$ cat config.mk
export PLATFORM = sky130hd
export DESIGN_NAME = sequenciador_busca
export DESIGN_NICKNAME = d
export VERILOG_FILES = /design/src/rtl/cpu_pkg.sv /design/src/rtl/sequenciador_busca_contador_programa.sv /design/src/rtl/sequenciador_busca.sv
export SDC_FILE = /design/constraint.sdc
export NUM_CORES = 1
export LEC_CHECK = 0
export CORE_MARGIN = 2
export CORE_UTILIZATION = 46
export DETAILED_ROUTE_END_ITERATION = 7
export PLACE_DENSITY = 0.84
export SYNTH_ARGS = -nofsm -noshare
export SYNTH_HDL_FRONTEND = slang
export SYNTH_SLANG_ARGS = --single-unit
$ cat constraint.sdc
create_clock -name clk -period 2.3 [get_ports clk]
set_input_delay 0.46 -clock clk [delete_from_list [all_inputs] [get_ports clk]]
set_output_delay 0.46 -clock clk [all_outputs]
set_load 0.02 [all_outputs]
$ cat src/rtl/cpu_pkg.sv
// rtl/cpu_pkg.sv - shared widths, fetch/sequencer state encoding and opcode constants
//
// Contents:
//   OP_W, OPND_W, PC_W  default field and program-counter widths
//   cpuState            sequencer state enumeration
//   OP_*                opcode values seen by the decoder
package cpu_pkg;

  localparam int OP_W   = 4;
  localparam int OPND_W = 8;
  localparam int PC_W   = 8;

  typedef enum logic [2:0] {
    S_FETCH   = 3'd0,
    S_DECODE  = 3'd1,
    S_EXECUTE = 3'd2,
    S_MEM     = 3'd3,
    S_HALT    = 3'd4
  } cpuState;

  localparam logic [3:0] OP_ADD = 4'd0;
  localparam logic [3:0] OP_SUB = 4'd1;
  localparam logic [3:0] OP_LDA = 4'd2;
  localparam logic [3:0] OP_STA = 4'd3;
  localparam logic [3:0] OP_LDB = 4'd4;
  localparam logic [3:0] OP_STB = 4'd5;
  localparam logic [3:0] OP_LDC = 4'd6;
  localparam logic [3:0] OP_JMP = 4'd7;
  localparam logic [3:0] OP_AND = 4'd8;
  localparam logic [3:0] OP_OR  = 4'd9;
  localparam logic [3:0] OP_BEQ = 4'd10;
  localparam logic [3:0] OP_HLT = 4'd15;

endpackage

$ cat src/rtl/sequenciador_busca_contador_programa.sv
// rtl/sequenciador_busca_contador_programa.sv - program counter register with load and increment
//
// Ports:
//   clk        system clock
//   rst        synchronous active-high reset, clears the counter
//   loadEn     load loadValue (takes priority over incEn)
//   incEn      advance by one, wrapping modulo 2^PC_W
//   loadValue  branch target
//   pcValue    current program counter
module contador_programa
  import cpu_pkg::*;
#(
  parameter int PC_W = cpu_pkg::PC_W
) (
  input  logic            clk,
  input  logic            rst,
  input  logic            loadEn,
  input  logic            incEn,
  input  logic [PC_W-1:0] loadValue,
  output logic [PC_W-1:0] pcValue
);

  // Plain PC_W-bit addition gives the wrap from all-ones back to zero.
  always_ff @(posedge clk) begin
    if (rst) begin
      pcValue <= '0;
    end else if (loadEn) begin
      pcValue <= loadValue;
    end else if (incEn) begin
      pcValue <= pcValue + PC_W'(1);
    end
  end

endmodule

$ cat src/rtl/sequenciador_busca.sv
// rtl/sequenciador_busca.sv - multi-cycle fetch/sequencing stage ahead of the opcode decoder
//
// Ports:
//   clk, rst                        clock, synchronous active-high reset
//   imem_req/imem_addr              instruction fetch request and address (= pc)
//   imem_rdata/imem_ready           instruction word and its valid strobe
//   opcode/operand                  instruction register fields for the decoder
//   pc                              current program counter
//   mem_read/mem_write              decoder memory controls
//   branch_zero/branch_eq           decoder jump / branch-if-equal controls
//   eq_flag                         datapath equality flag, used in EXECUTE
//   exec_en                         one-cycle execute strobe
//   dmem_req/dmem_ready             data access request and completion
//   halted                          core stopped on HLT
module sequenciador_busca
  import cpu_pkg::*;
#(
  parameter int OP_W   = cpu_pkg::OP_W,
  parameter int OPND_W = cpu_pkg::OPND_W,
  parameter int PC_W   = cpu_pkg::PC_W
) (
  input  logic                   clk,
  input  logic                   rst,
  output logic                   imem_req,
  output logic [PC_W-1:0]        imem_addr,
  input  logic [OP_W+OPND_W-1:0] imem_rdata,
  input  logic                   imem_ready,
  output logic [OP_W-1:0]        opcode,
  output logic [OPND_W-1:0]      operand,
  output logic [PC_W-1:0]        pc,
  input  logic                   mem_read,
  input  logic                   mem_write,
  input  logic                   branch_zero,
  input  logic                   branch_eq,
  input  logic                   eq_flag,
  output logic                   exec_en,
  output logic                   dmem_req,
  input  logic                   dmem_ready,
  output logic                   halted
);

  cpuState                 state;
  logic [OP_W+OPND_W-1:0]  instrReg;
  logic                    imemReqQ;
  logic                    execEnQ;
  logic                    dmemReqQ;
  logic                    haltedQ;

  logic                    isMemOp;
  logic                    takeBranch;
  logic                    pcLoad;
  logic                    pcInc;
  logic [PC_W-1:0]         branchTarget;

  assign opcode  = instrReg[OP_W+OPND_W-1:OPND_W];
  assign operand = instrReg[OPND_W-1:0];

  // Branch targets come from the operand: truncated or zero-extended to PC_W.
  generate
    if (OPND_W >= PC_W) begin : gTargetTrunc
      assign branchTarget = operand[PC_W-1:0];
    end else begin : gTargetExt
      assign branchTarget = {{(PC_W-OPND_W){1'b0}}, operand};
    end
  endgenerate

  // A memory instruction always takes the memory path, even if a branch
  // control is also high; branch_zero outranks branch_eq inside takeBranch.
  assign isMemOp    = mem_read | mem_write;
  assign takeBranch = branch_zero | (branch_eq & eq_flag);

  always_comb begin
    pcLoad = 1'b0;
    pcInc  = 1'b0;
    if (state == S_EXECUTE && !isMemOp) begin
      if (takeBranch) begin
        pcLoad = 1'b1;
      end else begin
        pcInc = 1'b1;
      end
    end else if (state == S_MEM && dmem_ready) begin
      pcInc = 1'b1;
    end
  end

  contador_programa #(
    .PC_W (PC_W)
  ) uContador (
    .clk       (clk),
    .rst       (rst),
    .loadEn    (pcLoad),
    .incEn     (pcInc),
    .loadValue (branchTarget),
    .pcValue   (pc)
  );

  assign imem_addr = pc;
  assign imem_req  = imemReqQ;
  assign exec_en   = execEnQ;
  assign dmem_req  = dmemReqQ;
  assign halted    = haltedQ;

  // Sequencer. Outputs are registered alongside the state they belong to.
  // Leaving reset, FETCH spends one cycle raising imem_req before it will
  // accept a word, so imem_ready is only honoured while the request is out.
  always_ff @(posedge clk) begin
    if (rst) begin
      state    <= S_FETCH;
      instrReg <= '0;
      imemReqQ <= 1'b0;
      execEnQ  <= 1'b0;
      dmemReqQ <= 1'b0;
      haltedQ  <= 1'b0;
    end else begin
      case (state)
        S_FETCH: begin
          if (!imemReqQ) begin
            imemReqQ <= 1'b1;
          end else if (imem_ready) begin
            instrReg <= imem_rdata;
            imemReqQ <= 1'b0;
            state    <= S_DECODE;
          end
        end

        // One settling cycle for the decoder driven from the new IR.
        S_DECODE: begin
          if (opcode == OP_W'(OP_HLT)) begin
            haltedQ <= 1'b1;
            state   <= S_HALT;
          end else begin
            execEnQ <= 1'b1;
            state   <= S_EXECUTE;
          end
        end

        S_EXECUTE: begin
          execEnQ <= 1'b0;
          if (isMemOp) begin
            dmemReqQ <= 1'b1;
            state    <= S_MEM;
          end else begin
            imemReqQ <= 1'b1;
            state    <= S_FETCH;
          end
        end

        S_MEM: begin
          if (dmem_ready) begin
            dmemReqQ <= 1'b0;
            imemReqQ <= 1'b1;
            state    <= S_FETCH;
          end
        end

        S_HALT: begin
          haltedQ <= 1'b1;
        end

        default: begin
          imemReqQ <= 1'b0;
          execEnQ  <= 1'b0;
          dmemReqQ <= 1'b0;
          haltedQ  <= 1'b0;
          state    <= S_FETCH;
        end
      endcase
    end
  end

endmodule

==> results of run 1 <==
==> cell families (layout without fill, tap and decap cells) <==
| kind of cell | Yosys count | in the layout | share of synthesized area [%] |
|---|---|---|---|
| AOI/OAI and AO/OA | 35 | 35 | 17.8 |
| adders and majority gates | 1 | 1 | 0.929 |
| buffers and inverters | 25 | 67 | 9.76 |
| DFF | 27 | 27 | 40.1 |
| muxes | 15 | 15 | 11.2 |
| and+or+nand+nor | 56 | 56 | 20.3 |
==> power breakdown <==
group	switching [mW]	internal, mW	total (mW)
combinational	0.131	0.145	0.276
sequential	0.0444	0.502	0.546
clock	0.138	0.0651	0.203
total	0.313	0.713	1.03
==> final cells by class <==
type / count / area, sq um
timing repair buffer: 55 / 556
multi-input combinational: 107 / 674
inverter: 8 / 30.0
tap: 31 / 38.8
fill: 232 / 891
sequential: 27 / 541
clock buffer: 3 / 22.5
clock inverter: 1 / 5.00
==> tightest hold or removal path: stages, from the launching register on <==
cell and delay, ns:
dfxtp_1 0.34, nand2_1 0.06, a21oi_1 0.06
==> cell usage after synthesis (all sizes together) <==
cell / instances / area [sq um]
a21o: 2 / 15.0
nand4: 2 / 12.5
ha: 1 / 12.5
o31a: 2 / 17.5
and3: 1 / 6.26
nand2: 8 / 30.0
a22oi: 1 / 7.51
a311oi: 1 / 8.76
nand3b: 1 / 7.51
or3: 5 / 31.3
nand2b: 6 / 37.5
mux2i: 15 / 150
or4: 1 / 7.51
clkbuf: 4 / 15.0
nor3: 3 / 20.0
a32oi: 1 / 8.76
dfxtp: 27 / 541
a211oi: 1 / 12.5
a21oi: 12 / 60.1
nor2: 23 / 86.3
a31oi: 1 / 6.26
o21ai: 6 / 30.0
inv: 8 / 30.0
nand3: 3 / 15.0
nor2b: 2 / 12.5
buf: 13 / 86.3
o221a: 1 / 11.3
a2111oi: 2 / 17.5
o32ai: 4 / 35.0
o2bb2ai: 1 / 8.76
nor4: 1 / 6.26
==> flip-flops by register name, summed over array words and instances, names as in the netlist <==
signal,flops
halted,1
dmem_req,1
imem_req,1
state,3
instrReg,12
exec_en,1
uContador.pcValue,8
==> through the flow <==
stage	std cells	setup slack, ns	power (mW)	hold WS, ns	utilization [%]
final	232	0.395	1.03	0.483	67.7
after global routing	232	0.332	1.08	0.519	67.7
after CTS	232	0.382	1.03	0.488	67.7
after detailed placement	228	0.150	0.831	0.471	66.7
after global placement	228	0.194	0.823	0.445	66.7
after floorplan	159	0.732	0.705	0.518	-
==> worst min-delay path by stage <==
| stage | startpoint | end | slack (ns) | cells past startpoint |
|---|---|---|---|---|
| floorplan | state[1] | state[0] | 0.52 | 2 |
| global route | halted | halted | 0.52 | 2 |
| CTS | halted | halted | 0.49 | 2 |
| global placement | halted | halted | 0.45 | 2 |
| finish | halted | halted | 0.48 | 2 |
| detailed placement | halted | halted | 0.47 | 2 |
==> layer usage <==
metal / global-route usage [%] / share of wire, %
met5: 0 / 0
met4: 4.98 / 0.95
met3: 4.24 / 6.6
met2: 36.5 / 49
met1: 26.3 / 43
==> cells in the final DEF (no fill, tap or decap), types with 3 or more instances in the layout <==
cell type	netlist	layout
a21oi_1	12	12
clkbuf_4	0	3
clkdlybuf4s50_1	0	52
dfxtp_1	27	27
inv_1	8	8
mux2i_1	15	15
nand2_1	8	8
nand2b_1	6	6
nand3_1	3	3
nor2_1	23	23
o21ai_0	6	6
o32ai_1	4	4
or3_1	5	5
==> run summary, run 1 <==
The run finished with clean final reports. Detailed placement ended at an HPWL of 2530 um. The cell area after placement is 0.00184 sq mm. The number of warnings issued by yosys came out at 0. The final-report setup violation count came out at 0. The area added between synthesis and finish is 38.7%. The via density per instance came out at 5.64. The first-pass iteration count of the detailed router is 4. The final-stage net count is 224. The number of buffers added on ports is 52. The worst-case IR drop observed on VDD is 0.492 mV.

The fraction of layout cells with a size suffix above 1 is 4.48%. With fillers left out, the area of the finished cells amounts to 0.00187 sq mm. The horizontal die dimension came out at 58.1 um. The total core area is 0.00276 sq mm. The clock latency at the later pin of the worst-skew pair came out at 0.32 ns.

The data arrival at the endpoint of the critical path is 1.44 ns. The placer congestion estimate is 0.822. In this run, post-CTS hold repair placed 0 buffers. The die covers 0.00338 sq mm. The cell family contributing the most delay on the critical path is buffers and inverters. The cell area after synthesis is 0.00135 sq mm. The delay of the slowest critical-path stage is 0.65 ns. The startpoint identified for the worst register-to-register timing path is state[0].

The worst path uses 82.8% of the clock period. The max-capacitance violation count came out at 0. Synthesis handed over a netlist of 159 instances.

0 antenna diodes ended up in the layout. For the final database, setup skew stands at 0.00994 ns. The maximum net fanout on the critical path came out at 6.

The number of register bits inferred by synthesis came out at 27. The signal on the critical path passes through clkdlybuf4s50_1. The maximum number of pins on one net before global-route repair came out at 17. The post-CTS setup buffer count is 0.

The number of antenna violations at the first check in global routing came to 0. The worst setup path is launched from a register. The via count of the first global-routing pass was 1220.

Sequential cells were found to cover 40.1% of the synthesized design area. The count of nets left with antenna violations once routing finished came out at 0. In this run, post-CTS repair resized a total of 0 instances. The worst register-to-register path ends at uContador.pcValue[1].

The critical path ends at pc[0]. STA classifies the critical path endpoint as an output port. For this configuration, the core starts out at a cell density of 48.8%. After synthesis, the mean cell area works out to 8.47 sq um. From bottom edge to top edge, the die measures 58.1 um. Together, buffers and inverters on the worst path number 1.

The count of standard-cell rows came out at 19. The clock slew seen by the registers of the worst setup and hold paths came out at 0.15 ns. In this run, the number of DRC markers left after iteration 0 of detailed routing was 32. The timing startpoint of the critical path is uContador.pcValue[0].

Dividing total power by cell area gives a power density of 549 mW/mm^2. Pin placement for this block handled 53 I/O pins. The clock sink total is 27. The routed wire length is 3270 um. The setup path with the least slack is of type register to output port. In the routed design, unresolved DRC markers number 0.

The number of gates on the worst path with buffers counted is 1. The overflow left after global routing came out at 0. The static power due to leakage came out at 0.646 nW. The first-pass GRT wire length is 5500 um. The path class of the lowest-slack min-delay path is register to register.

The via count of the routed design came out at 1308. At the pin with the least slew margin, the transition time is 0.581 ns. The accumulated negative setup slack is 0 ns. The number of buffers added by the clock tree synthesis step is 3. Synthesis instantiated 34 different standard cells from the library. The required time of the critical path is 1.84 ns. Global routing consumed, over all layers together, 20.9% of the routing resources. The total number of H-tree levels is 1.

The cell depth of the worst flop-to-flop path came out at 4. The tightest slew margin relative to the limit came out at 61.1%. The number of slew-limit violations in the final report is 0. The final critical path time including I/O delays and setup is 1.90 ns. Setup repair after global routing left no endpoint under its margin. The net count of the mapped netlist is 181. The slowest stage of the critical path belongs to the cell clkdlybuf4s50_1. The detail-routed net length per standard cell came out at 14.1 um. For this run, the top clock speed supported by timing is 525 MHz. The maximum count of clock buffers along a single path came out at 2. The setup slack on the worst flop-to-flop path came out at 0.53 ns. The buffer type at the clock tree root is clkbuf_4. The count of final hold-check violations came out at 0. TritonCTS built the clock tree.
Power figures use the tool's default switching activity.
==> run 2: changes to the inputs <==
--- a/config.mk
+++ b/config.mk
@@ -6,9 +6,9 @@
 export NUM_CORES = 1
 export LEC_CHECK = 0
 export CORE_MARGIN = 2
-export CORE_UTILIZATION = 46
+export CORE_UTILIZATION = 39
 export DETAILED_ROUTE_END_ITERATION = 7
-export PLACE_DENSITY = 0.84
+export PLACE_DENSITY = 0.76
 export SYNTH_ARGS = -nofsm -noshare
 export SYNTH_HDL_FRONTEND = slang
 export SYNTH_SLANG_ARGS = --single-unit
==> constraint.sdc (replaced) <==
create_clock -name clk -period 1.5 [get_ports clk]
set_input_delay 0.3 -clock clk [delete_from_list [all_inputs] [get_ports clk]]
set_output_delay 0.3 -clock clk [all_outputs]
set_load 0.02 [all_outputs]
==> run summary, run 2 (same netlist as run 1, synthesis figures left out) <==
The flow ran to the end, and the final reports show no timing, DRC or antenna violations. The detail-routed net length per standard cell is 13.2 um (-6.6%). The total half-perimeter wirelength after legalization and detailed placement came to 2600 um (+2.7%). The top cell types in the final layout, fill and taps aside, are dlygate4sd2_1, nor2_1, dfxtp_1.

The placer congestion estimate came out at 0.830 (+1.0%). The required time of the critical path is 1.77 ns (-0.07 ns). The number of antenna violations at the first check in global routing is 0 (unchanged). The cell depth of the worst flop-to-flop path is 4 (unchanged).

The worst setup path is of the register to register kind. The first-pass iteration count of the detailed router is 4 (unchanged). The clock sink total is 27 (unchanged).

The power per cell area is 789 mW/mm^2 (+44%). The static power due to leakage is 0.885 nW (+37%). The number of slew-limit violations in the final report came out at 0 (unchanged). The maximum net fanout on the critical path is 6 (unchanged). The maximum count of clock buffers along a single path came out at 2 (unchanged). The top-level port count came out at 53 (unchanged). STA classifies the critical path startpoint as a register. The final-stage net count was 240 (+7.1%). The area added between synthesis and finish came out at 49.8%. CTS placed an instance of clkbuf_4 at the clock tree root. The count of final hold-check violations came out at 0 (unchanged). The via density per instance is 5.10 (-9.6%). The global router's overall resource usage is 17.7% (-3.2 points).

The largest registers in the layout are instrReg (12), uContador.pcValue (8), state (3). The final critical path time including I/O delays and setup came out at 1.47 ns. The via count of the routed design was 1341 (+2.5%).

The overflow left after global routing came out at 0 (unchanged). The flip-flop count of the largest register, all copies and words added came out at 12 (unchanged). The residual antenna-violating net count after detailed routing is 0 (unchanged).

The total die area came out at 0.00394 sq mm (+17%). The DRC violations left came out at 0 (unchanged). The number of buffers added to fix hold violations after cts came out at 0 (unchanged). The number of buffers added on ports is 52 (unchanged).

The antenna cell count came out at 0 (unchanged). The fraction of layout cells with a size suffix above 1 is 18.4% (+14 points). TritonCTS built the clock tree. The accumulated negative setup slack is 0 ns (unchanged). The number of buffers added by the clock tree synthesis step came out at 3 (unchanged). The maximum operating frequency came out at 679 MHz. The total core area came out at 0.00334 sq mm (+21%).

The final-report setup violation count is 0 (unchanged). The data arrival at the endpoint of the critical path was 1.74 ns (+0.30 ns). The max-capacitance violation count is 0 (unchanged). The element type at the critical path end is a register. The maximum number of pins on one net before global-route repair came out at 15 (-2). The worst hold slack across all endpoints is 0.465 ns (-0.0175 ns).

Setup repair after global routing could not meet its margin everywhere. The worst flop-to-flop path startpoint is state[0]. The die outline height was 62.8 um (+8.0%). The share of the cycle needed by the critical path after routing is 98.2%. The count of standard-cell rows is 21 (+2).

The worst hold path startpoint is halted. The tightest min-delay check is of the register to register type. The slew at the pin with the worst max-slew slack came out at 0.367 ns (-0.215 ns). The initial standard-cell utilization of the core is 40.3% (-8.5 points).

The horizontal die dimension is 62.8 um (+8.0%). The via count of the first global-routing pass came out at 1249 (+2.4%). The critical path starts at state[0]. The peak supply drop came out at 0.458 mV (-7.0%). The worst clock skew came out at 0.00141 ns (-0.00853 ns). The commonest non-fill, non-tap cell in the layout is dlygate4sd2_1. The first-pass GRT wire length is 5690 um (+3.5%). The routed wire length came to 3460 um (+5.9%). The initial DRC count came out at 63 (+97%). The number of fill cells is 324 (+40%). The register with the most flip-flops in the final layout is instrReg. The tightest slew margin relative to the limit came out at 74.9% (+14 points).

The worst hold path stage count is 2 (unchanged). The clock latency at the later pin of the worst-skew pair was 0.33 ns (about the same). The total number of H-tree levels is 1 (unchanged). The clock slew seen by the registers of the worst setup and hold paths is 0.14 ns (about the same).
-- run 2: layout make-up --
type	instances	area, sq um	share of cell area [%]
multi-input cells	107	713	35.4
well taps	46	57.6	2.85
inverters	8	30.0	1.49
repair buffers	71	637	31.6
clock buffers	4	26.3	1.30
flip-flops and latches	27	553	27.4
-- run 2: power breakdown --
part	internal [mW]	switching [mW]	leakage, nW
clock	0.104	0.214	0.0150
combinational	0.227	0.230	0.646
sequential	0.770	0.0469	0.224
-- run 2: final timing paths --
check / to / slack (ns)
max: uContador.pcValue[0] / 0.03
min: halted / 0.47
max reg2reg: uContador.pcValue[0] / 0.03
min reg2reg: halted / 0.47
-- run 2: layer usage --
| layer | vias up | part of all wire, % | track usage (%) |
|---|---|---|---|
| met4 | 0 | 1.4 | 6.11 |
| li1 | 674 | - | - |
| met3 | 5 | 5.1 | 1.98 |
| met1 | 613 | 46 | 23.4 |
| met5 | - | 0 | 0 |
| met2 | 49 | 48 | 29.7 |
-- run 2: through the flow --
stage / cell area (sq um) / cells / setup slack (ns) / total power [mW] / util, %
after floorplan: 1350 / 159 / 0.000516 / 1.08 / -
after global placement: 1980 / 258 / -0.387 / 1.30 / 59.2
after detailed placement: 1980 / 258 / -0.428 / 1.31 / 59.2
after CTS: 1980 / 263 / -0.000534 / 1.59 / 59.4
after global routing: 2020 / 263 / -0.0514 / 1.67 / 60.4
final: 2020 / 263 / 0.0271 / 1.59 / 60.4
-- run 2: repair_timing --
item	4_1_cts	5_1_grt
buffers inserted	1	0
setup endpoints to repair	38	9
pin swaps	4	5
resized for setup	37	12
-- run 2: critical path, stage by stage, from the launching register on --
cell     delay, ns
dfxtp_2       0.36
or3_4         0.33
a21o_4        0.25
or3_4         0.33
a21oi_2       0.14
